### src/rtl/cdb_writeback_unit_pkg.sv
// Shared types and constants for the CDB writeback unit.
// Holds the CDB field layout, the producer tag type and the
// destination one-hot validity helper.
package cdb_writeback_unit_pkg;
  localparam int DATA_W   = 10;
  localparam int TAG_W    = 3;
  localparam int NUM_REGS = 3;
  localparam int CDB_W    = 16;
  // CDB field offsets
  localparam int DEST_MSB = 15;
  localparam int DEST_LSB = 13;
  localparam int POS_MSB  = 12;
  localparam int POS_LSB  = 11;
  localparam int UNIT_BIT = 10;
  localparam int DATA_MSB = 9;

  typedef logic [TAG_W-1:0] tag_t;

  // Bit 0 of dest selects R0; packed order matches the bus layout MSB-first.
  typedef struct packed {
    logic [NUM_REGS-1:0] dest;
    logic [1:0]          pos;
    logic                unit;
    logic [DATA_W-1:0]   data;
  } cdb_t;

  function automatic logic dest_onehot(input logic [NUM_REGS-1:0] v);
    return (v != '0) && ((v & (v - 1'b1)) == '0);
  endfunction
endpackage

### src/rtl/cdb_writeback_unit_fifo.sv
// Small capture buffer for CDB broadcasts.
// Ports: clk_i/rst_ni (async low), push_i/data_i write side,
// pop_i/data_o read side (data_o shows the head), full_o/empty_o status.
// Push on full and pop on empty are ignored. DEPTH must be a power of two.
module cdb_writeback_unit_fifo #(
  parameter int WIDTH = 16,
  parameter int DEPTH = 2
) (
  input  logic             clk_i,
  input  logic             rst_ni,
  input  logic             push_i,
  input  logic [WIDTH-1:0] data_i,
  input  logic             pop_i,
  output logic [WIDTH-1:0] data_o,
  output logic             full_o,
  output logic             empty_o
);
  localparam int PW = (DEPTH > 1) ? $clog2(DEPTH) : 1;

  logic [DEPTH-1:0][WIDTH-1:0] mem_q;
  logic [PW-1:0]               wr_q, rd_q;
  logic [PW:0]                 cnt_q;
  logic                        do_push, do_pop;

  assign full_o  = (cnt_q == (PW+1)'(DEPTH));
  assign empty_o = (cnt_q == '0);
  assign data_o  = mem_q[rd_q];
  assign do_push = push_i && !full_o;
  assign do_pop  = pop_i && !empty_o;

  // Pointers wrap naturally because DEPTH is a power of two.
  always_ff @(posedge clk_i or negedge rst_ni) begin
    if (!rst_ni) begin
      mem_q <= '0;
      wr_q  <= '0;
      rd_q  <= '0;
      cnt_q <= '0;
    end else begin
      if (do_push) begin
        mem_q[wr_q] <= data_i;
        wr_q        <= wr_q + 1'b1;
      end
      if (do_pop) rd_q <= rd_q + 1'b1;
      if (do_push && !do_pop)      cnt_q <= cnt_q + 1'b1;
      else if (do_pop && !do_push) cnt_q <= cnt_q - 1'b1;
    end
  end
endmodule

### src/rtl/cdb_writeback_unit.sv
// CDB receive side: buffers arbiter broadcasts, commits one per cycle to the
// register file, tracks per-register pending producer tags and re-broadcasts
// each well-formed result as a registered writeback pulse.
// Ports: clk_i/rst_ni (async low); cdb_valid_i/cdb_i/cdb_ready_o broadcast
// input; issue_valid_i/issue_reg_i/issue_tag_i rename; reg_data_o/reg_busy_o/
// reg_tag_o register status (R0 in LSBs); wb_valid_o/wb_tag_o/wb_data_o
// writeback pulse; discard_cnt_o saturating count of suppressed writes.
module cdb_writeback_unit
  import cdb_writeback_unit_pkg::*;
#(
  parameter int FIFO_DEPTH = 2
) (
  input  logic                       clk_i,
  input  logic                       rst_ni,
  input  logic                       cdb_valid_i,
  input  logic [CDB_W-1:0]           cdb_i,
  output logic                       cdb_ready_o,
  input  logic                       issue_valid_i,
  input  logic [1:0]                 issue_reg_i,
  input  logic [TAG_W-1:0]           issue_tag_i,
  output logic [NUM_REGS*DATA_W-1:0] reg_data_o,
  output logic [NUM_REGS-1:0]        reg_busy_o,
  output logic [NUM_REGS*TAG_W-1:0]  reg_tag_o,
  output logic                       wb_valid_o,
  output logic [TAG_W-1:0]           wb_tag_o,
  output logic [DATA_W-1:0]          wb_data_o,
  output logic [7:0]                 discard_cnt_o
);
  logic                              fifo_full, fifo_empty, pop;
  logic [CDB_W-1:0]                  head_raw;
  cdb_t                              head;
  tag_t                              ctag;
  logic                              well_formed, suppress;
  logic [NUM_REGS-1:0]               hit, iss;

  logic [NUM_REGS-1:0][DATA_W-1:0]   data_q;
  logic [NUM_REGS-1:0]               busy_q;
  tag_t [NUM_REGS-1:0]               tag_q;
  logic                              wb_valid_q;
  tag_t                              wb_tag_q;
  logic [DATA_W-1:0]                 wb_data_q;
  logic [7:0]                        discard_q;

  // Ready only looks at fullness, so it never depends on the same-cycle pop.
  assign cdb_ready_o = !fifo_full;
  assign pop         = !fifo_empty;

  cdb_writeback_unit_fifo #(.WIDTH(CDB_W), .DEPTH(FIFO_DEPTH)) u_fifo (
    .clk_i   (clk_i),
    .rst_ni  (rst_ni),
    .push_i  (cdb_valid_i),
    .data_i  (cdb_i),
    .pop_i   (pop),
    .data_o  (head_raw),
    .full_o  (fifo_full),
    .empty_o (fifo_empty)
  );

  assign head        = cdb_t'(head_raw);
  assign ctag        = {head.unit, head.pos};
  assign well_formed = pop && dest_onehot(head.dest);

  always_comb begin
    hit = '0;
    iss = '0;
    for (int i = 0; i < NUM_REGS; i++) begin
      hit[i] = well_formed && head.dest[i] && busy_q[i] && (tag_q[i] == ctag);
      // Out-of-range issue_reg matches no index and is dropped here.
      iss[i] = issue_valid_i && (issue_reg_i == 2'(i));
    end
  end

  // Any popped entry that writes no register counts: malformed or stale.
  assign suppress = pop && (hit == '0);

  always_ff @(posedge clk_i or negedge rst_ni) begin
    if (!rst_ni) begin
      data_q     <= '0;
      busy_q     <= '0;
      tag_q      <= '0;
      wb_valid_q <= 1'b0;
      wb_tag_q   <= '0;
      wb_data_q  <= '0;
      discard_q  <= '0;
    end else begin
      for (int i = 0; i < NUM_REGS; i++) begin
        if (hit[i]) begin
          data_q[i] <= head.data;
          busy_q[i] <= 1'b0;
        end
        // Issue comes last so a rename in the commit cycle keeps the register busy.
        if (iss[i]) begin
          busy_q[i] <= 1'b1;
          tag_q[i]  <= issue_tag_i;
        end
      end
      wb_valid_q <= well_formed;
      if (well_formed) begin
        wb_tag_q  <= ctag;
        wb_data_q <= head.data;
      end
      if (suppress && discard_q != 8'hFF) discard_q <= discard_q + 8'd1;
    end
  end

  assign reg_data_o    = data_q;
  assign reg_busy_o    = busy_q;
  assign reg_tag_o     = tag_q;
  assign wb_valid_o    = wb_valid_q;
  assign wb_tag_o      = wb_tag_q;
  assign wb_data_o     = wb_data_q;
  assign discard_cnt_o = discard_q;
endmodule

### config.mk
export PLATFORM = sky130hd
export DESIGN_NAME = cdb_writeback_unit
export DESIGN_NICKNAME = d
export VERILOG_FILES = /design/src/rtl/cdb_writeback_unit_pkg.sv /design/src/rtl/cdb_writeback_unit_fifo.sv /design/src/rtl/cdb_writeback_unit.sv
export SDC_FILE = /design/constraint.sdc
export NUM_CORES = 1
export LEC_CHECK = 0
export CORE_MARGIN = 8
export CORE_UTILIZATION = 50
export CTS_CLUSTER_SIZE = 10
export DETAILED_ROUTE_END_ITERATION = 8
export GPL_TIMING_DRIVEN = 1
export MAX_ROUTING_LAYER = met4
export PLACE_DENSITY = 0.79
export SYNTH_ARGS = -nofsm -noshare
export SYNTH_HDL_FRONTEND = slang
export SYNTH_SLANG_ARGS = --single-unit
### constraint.sdc
create_clock -name clk_i -period 2.8 [get_ports clk_i]
set_clock_uncertainty 0.05 [all_clocks]
set_input_delay 0.56 -clock clk_i [delete_from_list [all_inputs] [get_ports clk_i]]
set_output_delay 0.56 -clock clk_i [all_outputs]
set_load 0.02 [all_outputs]
Word-level counts from Yosys, hierarchy flattened

Index checks and enable logic that the tools add are counted.

Bits in registers: 100
Bits in latches: 0
RAM bits: 0
Memory bits (read-only): 0
Input port bits: 25
Output and inout bits: 65
Logic and storage cells: 80
Memories kept: 0

Add/sub/neg operators: 6
$mul: 0
Divide/modulo/power cells: 0
$lt $le $gt $ge: 3
Eq/ne operators: 7
Shift-type cells: 0
Multiplexer cells: 13
Bitwise operators: 1
Reductions and logical operators: 32

Operators by type and width:

| kind                                                                 | count |
|---|---|
| 16-bit 2-to-1 mux                                                    | 3 |
| 32-bit bitwise mux                                                   | 1 |
| 1-bit logical AND                                                    | 20 |
| 16-bit demux with 1-bit select                                       | 1 |
| 3-bit == test                                                        | 3 |
| 8-bit by 1-bit adder with 8-bit output, second input constant        | 1 |
| 8-bit != test, second input constant                                 | 1 |
| 2-bit nonzero test                                                   | 4 |
| 3-bit logical NOT                                                    | 2 |
| 1-bit 2-to-1 mux                                                     | 6 |
| 2-bit == test, second input constant                                 | 2 |
| 2-bit logical NOT                                                    | 2 |
| 1-bit by 2-bit < comparator with 1-bit output, second input constant | 2 |
| 2-bit 2-to-1 mux                                                     | 2 |
| 3-bit bitwise AND                                                    | 1 |
| 1-bit logical NOT                                                    | 3 |
| 3-bit nonzero test                                                   | 1 |
| 3-bit by 1-bit subtractor with 3-bit output, second input constant   | 1 |
| 1-bit adder, second input constant                                   | 2 |
| 2-bit by 1-bit adder with 2-bit output, second input constant        | 1 |
| 2-bit by 1-bit == test with 1-bit output, second input constant      | 1 |
| 2-bit by 1-bit subtractor with 2-bit output, second input constant   | 1 |
| 1-bit greater-or-equal comparator, second input constant             | 1 |

Depth between registers and ports, before layout

Gate-level depths: netlist of the first run.

Depth after elaboration: 13
Gate-level depth with buffers: 9
Depth with buffers taken out: 7

Cells and area by module

From an unflattened synthesis of the first run, not the netlist that was laid out.

Cells, all modules: 307
Area, all modules: 4272.8 um2

By module, submodules not included:

| module                  | instances | cells an instance | area each (um2) | sequential area each (um2) |
|---|---|---|---|---|
| cdb_writeback_unit      | 1         | 204               | 2672.6          | 1601.5 |
| cdb_writeback_unit_fifo | 1         | 103               | 1600.3          | 900.9 |

Worst setup path before layout of the first run

No wires, ideal clock.

Path kind: register to register
Start: register u_fifo.rd_q
End: register discard_q[1], in the netlist discard_cnt_o[1]
Setup time: 0.125 ns
Arrival: 1.928 ns
Required time: 2.625 ns
Path slack: 0.697 ns
Stages on the path, launching flop included: 8
Path buffers: 1
Clock period less this slack: 2.103 ns
Path through: dfrtp_1 -> buf_6 -> mux2i_2 -> xor2_1 -> and4_4 -> o31ai_4 -> and2_4 -> mux2_4

Cells in the longest elaborated chain, start to end: 13
Elaborated cells between the ends (all ways): 23
Those cells by class: add/sub (1); eq/ne (3); mux (2); bitwise (1); reduce/logical (16)

RTL lines:

| element                                                  | line                          | source |
|---|---|---|
| start: declaration                                       | cdb_writeback_unit_fifo.sv:21 | `logic [PW-1:0] wr_q, rd_q;` |
| start signal: assignment                                 | cdb_writeback_unit_fifo.sv:43 | `if (do_pop) rd_q <= rd_q + 1'b1;` |
| 16-bit 2-to-1 mux (implied by the code) (*) (2 in a row) | cdb_writeback_unit_fifo.sv:27 | `assign data_o = mem_q[rd_q];` |
| 3-bit by 1-bit subtractor with 3-bit output              | cdb_writeback_unit_pkg.sv:28  | `return (v != '0) && ((v & (v - 1'b1)) == '0);` |
| 3-bit bitwise AND                                        | cdb_writeback_unit_pkg.sv:28  |  |
| 3-bit logical NOT                                        | cdb_writeback_unit_pkg.sv:28  |  |
| 1-bit logical AND                                        | cdb_writeback_unit_pkg.sv:28  |  |
| 1-bit logical AND                                        | cdb_writeback_unit.sv:61      | `assign well_formed = pop && dest_onehot(head.dest);` |
| 1-bit logical AND (3 in a row)                           | cdb_writeback_unit.sv:67      | `hit[i] = well_formed && head.dest[i] && busy_q[i] && (tag_q[i] == ctag);` |
| 3-bit logical NOT (*)                                    | cdb_writeback_unit.sv:74      | `assign suppress = pop && (hit == '0);` |
| 1-bit logical AND (*)                                    | cdb_writeback_unit.sv:74      |  |
| 1-bit logical AND (*)                                    | cdb_writeback_unit.sv:102     | `if (suppress && discard_q != 8'hFF) discard_q <= discard_q + 8'd1;` |
| end signal: assignment                                   | cdb_writeback_unit.sv:102     |  |
| end: declaration                                         | cdb_writeback_unit.sv:42      | `logic [7:0] discard_q;` |

Every way passes the cells marked *; elsewhere a longest branch is shown, timed or not. The select of a mux whose other input is x is not followed.
A chain may end at the register's enable or synchronous reset.

Worst setup path in the final report of the first run

Same ends and word-level chain as after synthesis.

==> results of run 1 <==
==> through the flow <==
step | utilization, % | std cells | cell area [µm²] | hold WS [ns] | setup WS (ns)
detailed placement | 63.4 | 518 | 5180 | 0.435 | 0.332
global placement | 63.4 | 518 | 5180 | 0.422 | 0.453
global route | 66.3 | 534 | 5420 | 0.178 | 0.124
floorplan | - | 328 | 4180 | 0.214 | 0.697
CTS | 66.3 | 534 | 5420 | 0.171 | 0.318
finish | 66.3 | 534 | 5420 | 0.156 | 0.313
==> registers in the layout (all words and copies together) (netlist names) <==
register,count
discard_cnt_o,8
u_fifo.cnt_q,2
u_fifo.wr_q,1
wb_valid_o,1
wb_tag_o,3
u_fifo.rd_q,1
wb_data_o,10
reg_data_o,30
u_fifo.mem_q,32
reg_busy_o,3
reg_tag_o,9
==> area by class of cell <==
cell class | instances | area share, %
Multi-Input combinational cell | 210 | 29.0
Sequential cell | 100 | 46.2
Inverter | 5 | 0.346
Timing Repair Buffer | 98 | 17.6
Clock buffer | 10 | 2.36
Clock inverter | 6 | 2.05
Tap cell | 105 | 2.42
==> report_power, final <==
group / internal, mW / switching, mW / total (mW)
Sequential: 2.17 / 0.490 / 2.66
Clock: 0.596 / 0.478 / 1.07
Combinational: 1.78 / 2.00 / 3.78
Total: 4.54 / 2.97 / 7.51
==> worst min path at each step <==
stage / end / slack [ns]
finish: reg_data_o[24] / 0.16
global route: reg_data_o[24] / 0.18
CTS: reg_data_o[24] / 0.17
detailed placement: u_fifo.cnt_q[1] / 0.43
global placement: u_fifo.cnt_q[1] / 0.42
floorplan: discard_cnt_o[0] / 0.21
==> layout by cell type (no fill, tap or decap), drive strengths merged, types with 4 or more instances in the layout <==
cell,instances
dfrtp,100
clkdlybuf4s50,88
nor2,49
mux2,44
a21oi,44
mux2i,16
xor2,12
buf,10
clkbuf,10
xnor2,7
nand3,6
inv,6
nand2,4
and2,4
==> cells in the mapped netlist <==
library cell | number | area, µm²
dfrtp_1 | 100 | 2500
nor2_1 | 49 | 184
mux2_2 | 41 | 462
a21oi_1 | 35 | 175
xor2_1 | 12 | 105
mux2i_1 | 10 | 100
a21oi_2 | 9 | 78.8
buf_2 | 7 | 35.0
xnor2_1 | 7 | 61.3
mux2i_2 | 6 | 82.6
nand3_1 | 6 | 30.0
inv_1 | 5 | 18.8
buf_6 | 4 | 45.0
nand2_1 | 4 | 15.0
and3_1 | 3 | 18.8
nand3b_1 | 3 | 22.5
a31oi_1 | 2 | 12.5
and2_1 | 2 | 12.5
and2_4 | 2 | 17.5
and4_4 | 2 | 22.5
ha_1 | 2 | 25.0
mux2_1 | 2 | 22.5
nand2b_1 | 2 | 12.5
o21ai_0 | 2 | 10.0
a211oi_4 | 1 | 20.0
a41oi_1 | 1 | 8.76
and4_1 | 1 | 8.76
buf_1 | 1 | 3.75
clkbuf_1 | 1 | 3.75
mux2_4 | 1 | 15.0
nor2b_1 | 1 | 6.26
nor3b_1 | 1 | 7.51
o21bai_1 | 1 | 7.51
o31ai_4 | 1 | 21.3
or2_2 | 1 | 6.26
==> logic make-up after synthesis <==
logic type               synth area share (%)
flip-flops                               59.9
AND/OR/NAND/NOR                          8.71
multiplexers                             16.3
AO/OA/AOI/OAI                            7.99
XOR/XNOR                                 3.98
buffers and inverters                    2.54
adder cells (fa/ha/maj)                 0.599
==> per-layer routing <==
metal	share of wire (%)	vias up
met5	0	-
li1	-	1319
met2	51	64
met3	4.4	6
met1	44	1365
met4	0.91	0
==> impl_metrics.xml, run 1 <==
<?xml version="1.0" encoding="UTF-8"?>
<metrics>
  <group name="final_layout">
    <metric name="filler_cell_count" unit="">623</metric>
    <metric name="areaGrowthSynthToFinish" unit="%">29.6</metric>
    <metric name="drive_above_1_share" unit="%">20.7</metric>
    <metric name="final_nets" unit="">451</metric>
    <metric name="antenna_cells" unit="">0</metric>
    <metric name="layout.area.seq" unit="mm²">0.00250</metric>
    <metric name="multi_input_area" unit="mm²">0.00157</metric>
  </group>
  <group name="placement">
    <metric name="globalplace.congestion" unit="">0.782</metric>
    <metric name="io_buffers" unit="">89</metric>
    <metric name="place_hpwl" unit="µm">6900</metric>
  </group>
  <group name="cts">
    <metric name="post_cts_resized" unit="">0</metric>
    <metric name="cts_buffers" unit="">9</metric>
    <metric name="cts_buffer_depth" unit="">2</metric>
    <metric name="cts.hold.buffers_added" unit="">0</metric>
    <metric name="clkSinkCount" unit="">100</metric>
    <metric name="cts_root_buf" unit="">clkbuf_8</metric>
    <metric name="post-cts-setup-buffers" unit="">0</metric>
    <metric name="clk_latency_worst_skew_pair" unit="ns">0.35</metric>
    <metric name="htree_num_levels" unit="">3</metric>
    <metric name="worst_setup_hold_path_clk_slew" unit="ns">0.09</metric>
    <metric name="tritoncts" unit="">built</metric>
  </group>
  <group name="routing">
    <metric name="detail_route.first_pass.iterations" unit="">5</metric>
    <metric name="dr_total_vias" unit="">2754</metric>
    <metric name="route.antenna.remaining_nets" unit="">0</metric>
    <metric name="detail_route.drc_violations" unit="">0</metric>
    <metric name="wl_per_cell" unit="µm">17.3</metric>
    <metric name="drtIter0Drc" unit="">96</metric>
    <metric name="via_per_inst" unit="">5.16</metric>
    <metric name="wirelength" unit="µm">9240</metric>
  </group>
  <group name="sta">
    <metric name="share_of_the_clock_period_used_by_the_worst_path_after_layout" unit="%">88.8</metric>
    <metric name="timing.setup.tns" unit="ns">0</metric>
    <metric name="hold_viol_final" unit="">0</metric>
    <metric name="worst_pin_slew" unit="ns">0.577</metric>
    <metric name="grt_setup_unrepaired" unit="">false</metric>
    <metric name="timing.final.max_slew_violations" unit="">0</metric>
    <metric name="fmaxAchievable" unit="GHz">0.402</metric>
    <metric name="timing.final.setup_violations" unit="">0</metric>
    <metric name="relSlewSlack" unit="%">60.5</metric>
    <metric name="period_minus_slack" unit="ns">2.49</metric>
  </group>
  <group name="setup_path">
    <metric name="worstSetupEndpoint" unit="">discard_cnt_o[1]</metric>
    <metric name="critPathArrivalTime" unit="ns">2.68</metric>
    <metric name="critical_path.startpoint" unit="">u_fifo.rd_q</metric>
    <metric name="crit_path_max_fanout" unit="">8</metric>
    <metric name="reg_to_reg_end" unit="">discard_cnt_o[1]</metric>
    <metric name="critPathCaptureType" unit="">flip-flop</metric>
    <metric name="worstSetupStartpointType" unit="">flip-flop</metric>
    <metric name="cpMaxStageDelayCell" unit="">dfrtp_1</metric>
    <metric name="worst_path_cell_trace" unit="">mux2i_2 -&gt; xor2_1 -&gt; and4_4 -&gt; o31ai_4 -&gt; and2_4 -&gt; mux2_4</metric>
    <metric name="ff2ff_path_depth" unit="">6</metric>
    <metric name="crit-reg2reg-launch" unit="">u_fifo.rd_q</metric>
    <metric name="worstSetupPathDepth" unit="">6</metric>
    <metric name="critical_path.max_stage_delay" unit="ns">0.64</metric>
    <metric name="worstPathRequired" unit="ns">2.99</metric>
    <metric name="worstPathBufferInverterCount" unit="">0</metric>
    <metric name="flop_to_flop_setup_slack" unit="ns">0.31</metric>
    <metric name="timing.critical_path.max_delay_family" unit="">multiplexers</metric>
    <metric name="timing.setup.critical_path_class" unit="">flip-flop to flip-flop</metric>
  </group>
  <group name="yosys">
    <metric name="synth.avg_cell_area" unit="µm²">12.7</metric>
    <metric name="yosys_warnings" unit="">0</metric>
    <metric name="synth.cell_area" unit="mm²">0.00418</metric>
    <metric name="distinct_cell_type_count_after_synthesis" unit="">35</metric>
    <metric name="synth.net_count" unit="">355</metric>
    <metric name="syn-instance-count" unit="">328</metric>
    <metric name="yosysSeqAreaShare" unit="%">59.9</metric>
    <metric name="ys_seq_elements" unit="">100</metric>
  </group>
  <group name="power">
    <metric name="total_power" unit="mW">7.51</metric>
    <metric name="power.static_leakage" unit="nW">2.31</metric>
    <metric name="power_per_cell_area" unit="mW/mm²">1390</metric>
    <metric name="vdd.ir_drop.worst" unit="mV">0.606</metric>
  </group>
  <group name="grt">
    <metric name="global_route_usage_over_all_layers" unit="%">16.9</metric>
    <metric name="first_global_vias" unit="">2952</metric>
    <metric name="grt_busiest_layer" unit="">met2</metric>
    <metric name="global_route.usage.met1" unit="%">21.3</metric>
    <metric name="groute.layer.met2.usage" unit="%">27.1</metric>
    <metric name="grt_max_degree" unit="">50</metric>
    <metric name="grt_pass1_wl" unit="µm">15000</metric>
    <metric name="grt_util_met3" unit="%">3.65</metric>
    <metric name="grt_overflow_total" unit="">0</metric>
    <metric name="antenna_violations_before_repair" unit="">0</metric>
  </group>
  <group name="floorplanning">
    <metric name="design.portCount" unit="">90</metric>
    <metric name="die_width" unit="µm">107</metric>
    <metric name="design.core.area" unit="mm²">0.00818</metric>
    <metric name="floorplan.rows" unit="">33</metric>
    <metric name="fp.dieH" unit="µm">107</metric>
    <metric name="die-area" unit="mm²">0.0115</metric>
    <metric name="start_util" unit="%">51.1</metric>
  </group>
  <group name="worst_hold_path">
    <metric name="timing.hold.worst.class" unit="">input pin to async pin</metric>
  </group>
  <group name="run">
    <metric name="maxCapViolations" unit="">0</metric>
  </group>
  <group name="run_status">
    <metric name="run_status" unit="">finished, final reports clean</metric>
  </group>
</metrics>
(Power assumes the default switching activity.)
==> inputs of run 2 (changes only) <==
--- a/config.mk
+++ b/config.mk
@@ -7,8 +7,10 @@
 export LEC_CHECK = 0
 export CORE_MARGIN = 8
 export CORE_UTILIZATION = 50
+export CTS_CLUSTER_DIAMETER = 30
 export CTS_CLUSTER_SIZE = 10
 export DETAILED_ROUTE_END_ITERATION = 8
+export GPL_ROUTABILITY_DRIVEN = 0
 export GPL_TIMING_DRIVEN = 1
 export MAX_ROUTING_LAYER = met4
 export PLACE_DENSITY = 0.79
==> results of run 2 <==
No change in the layout: final DEF, timing and power equal those of run 1.
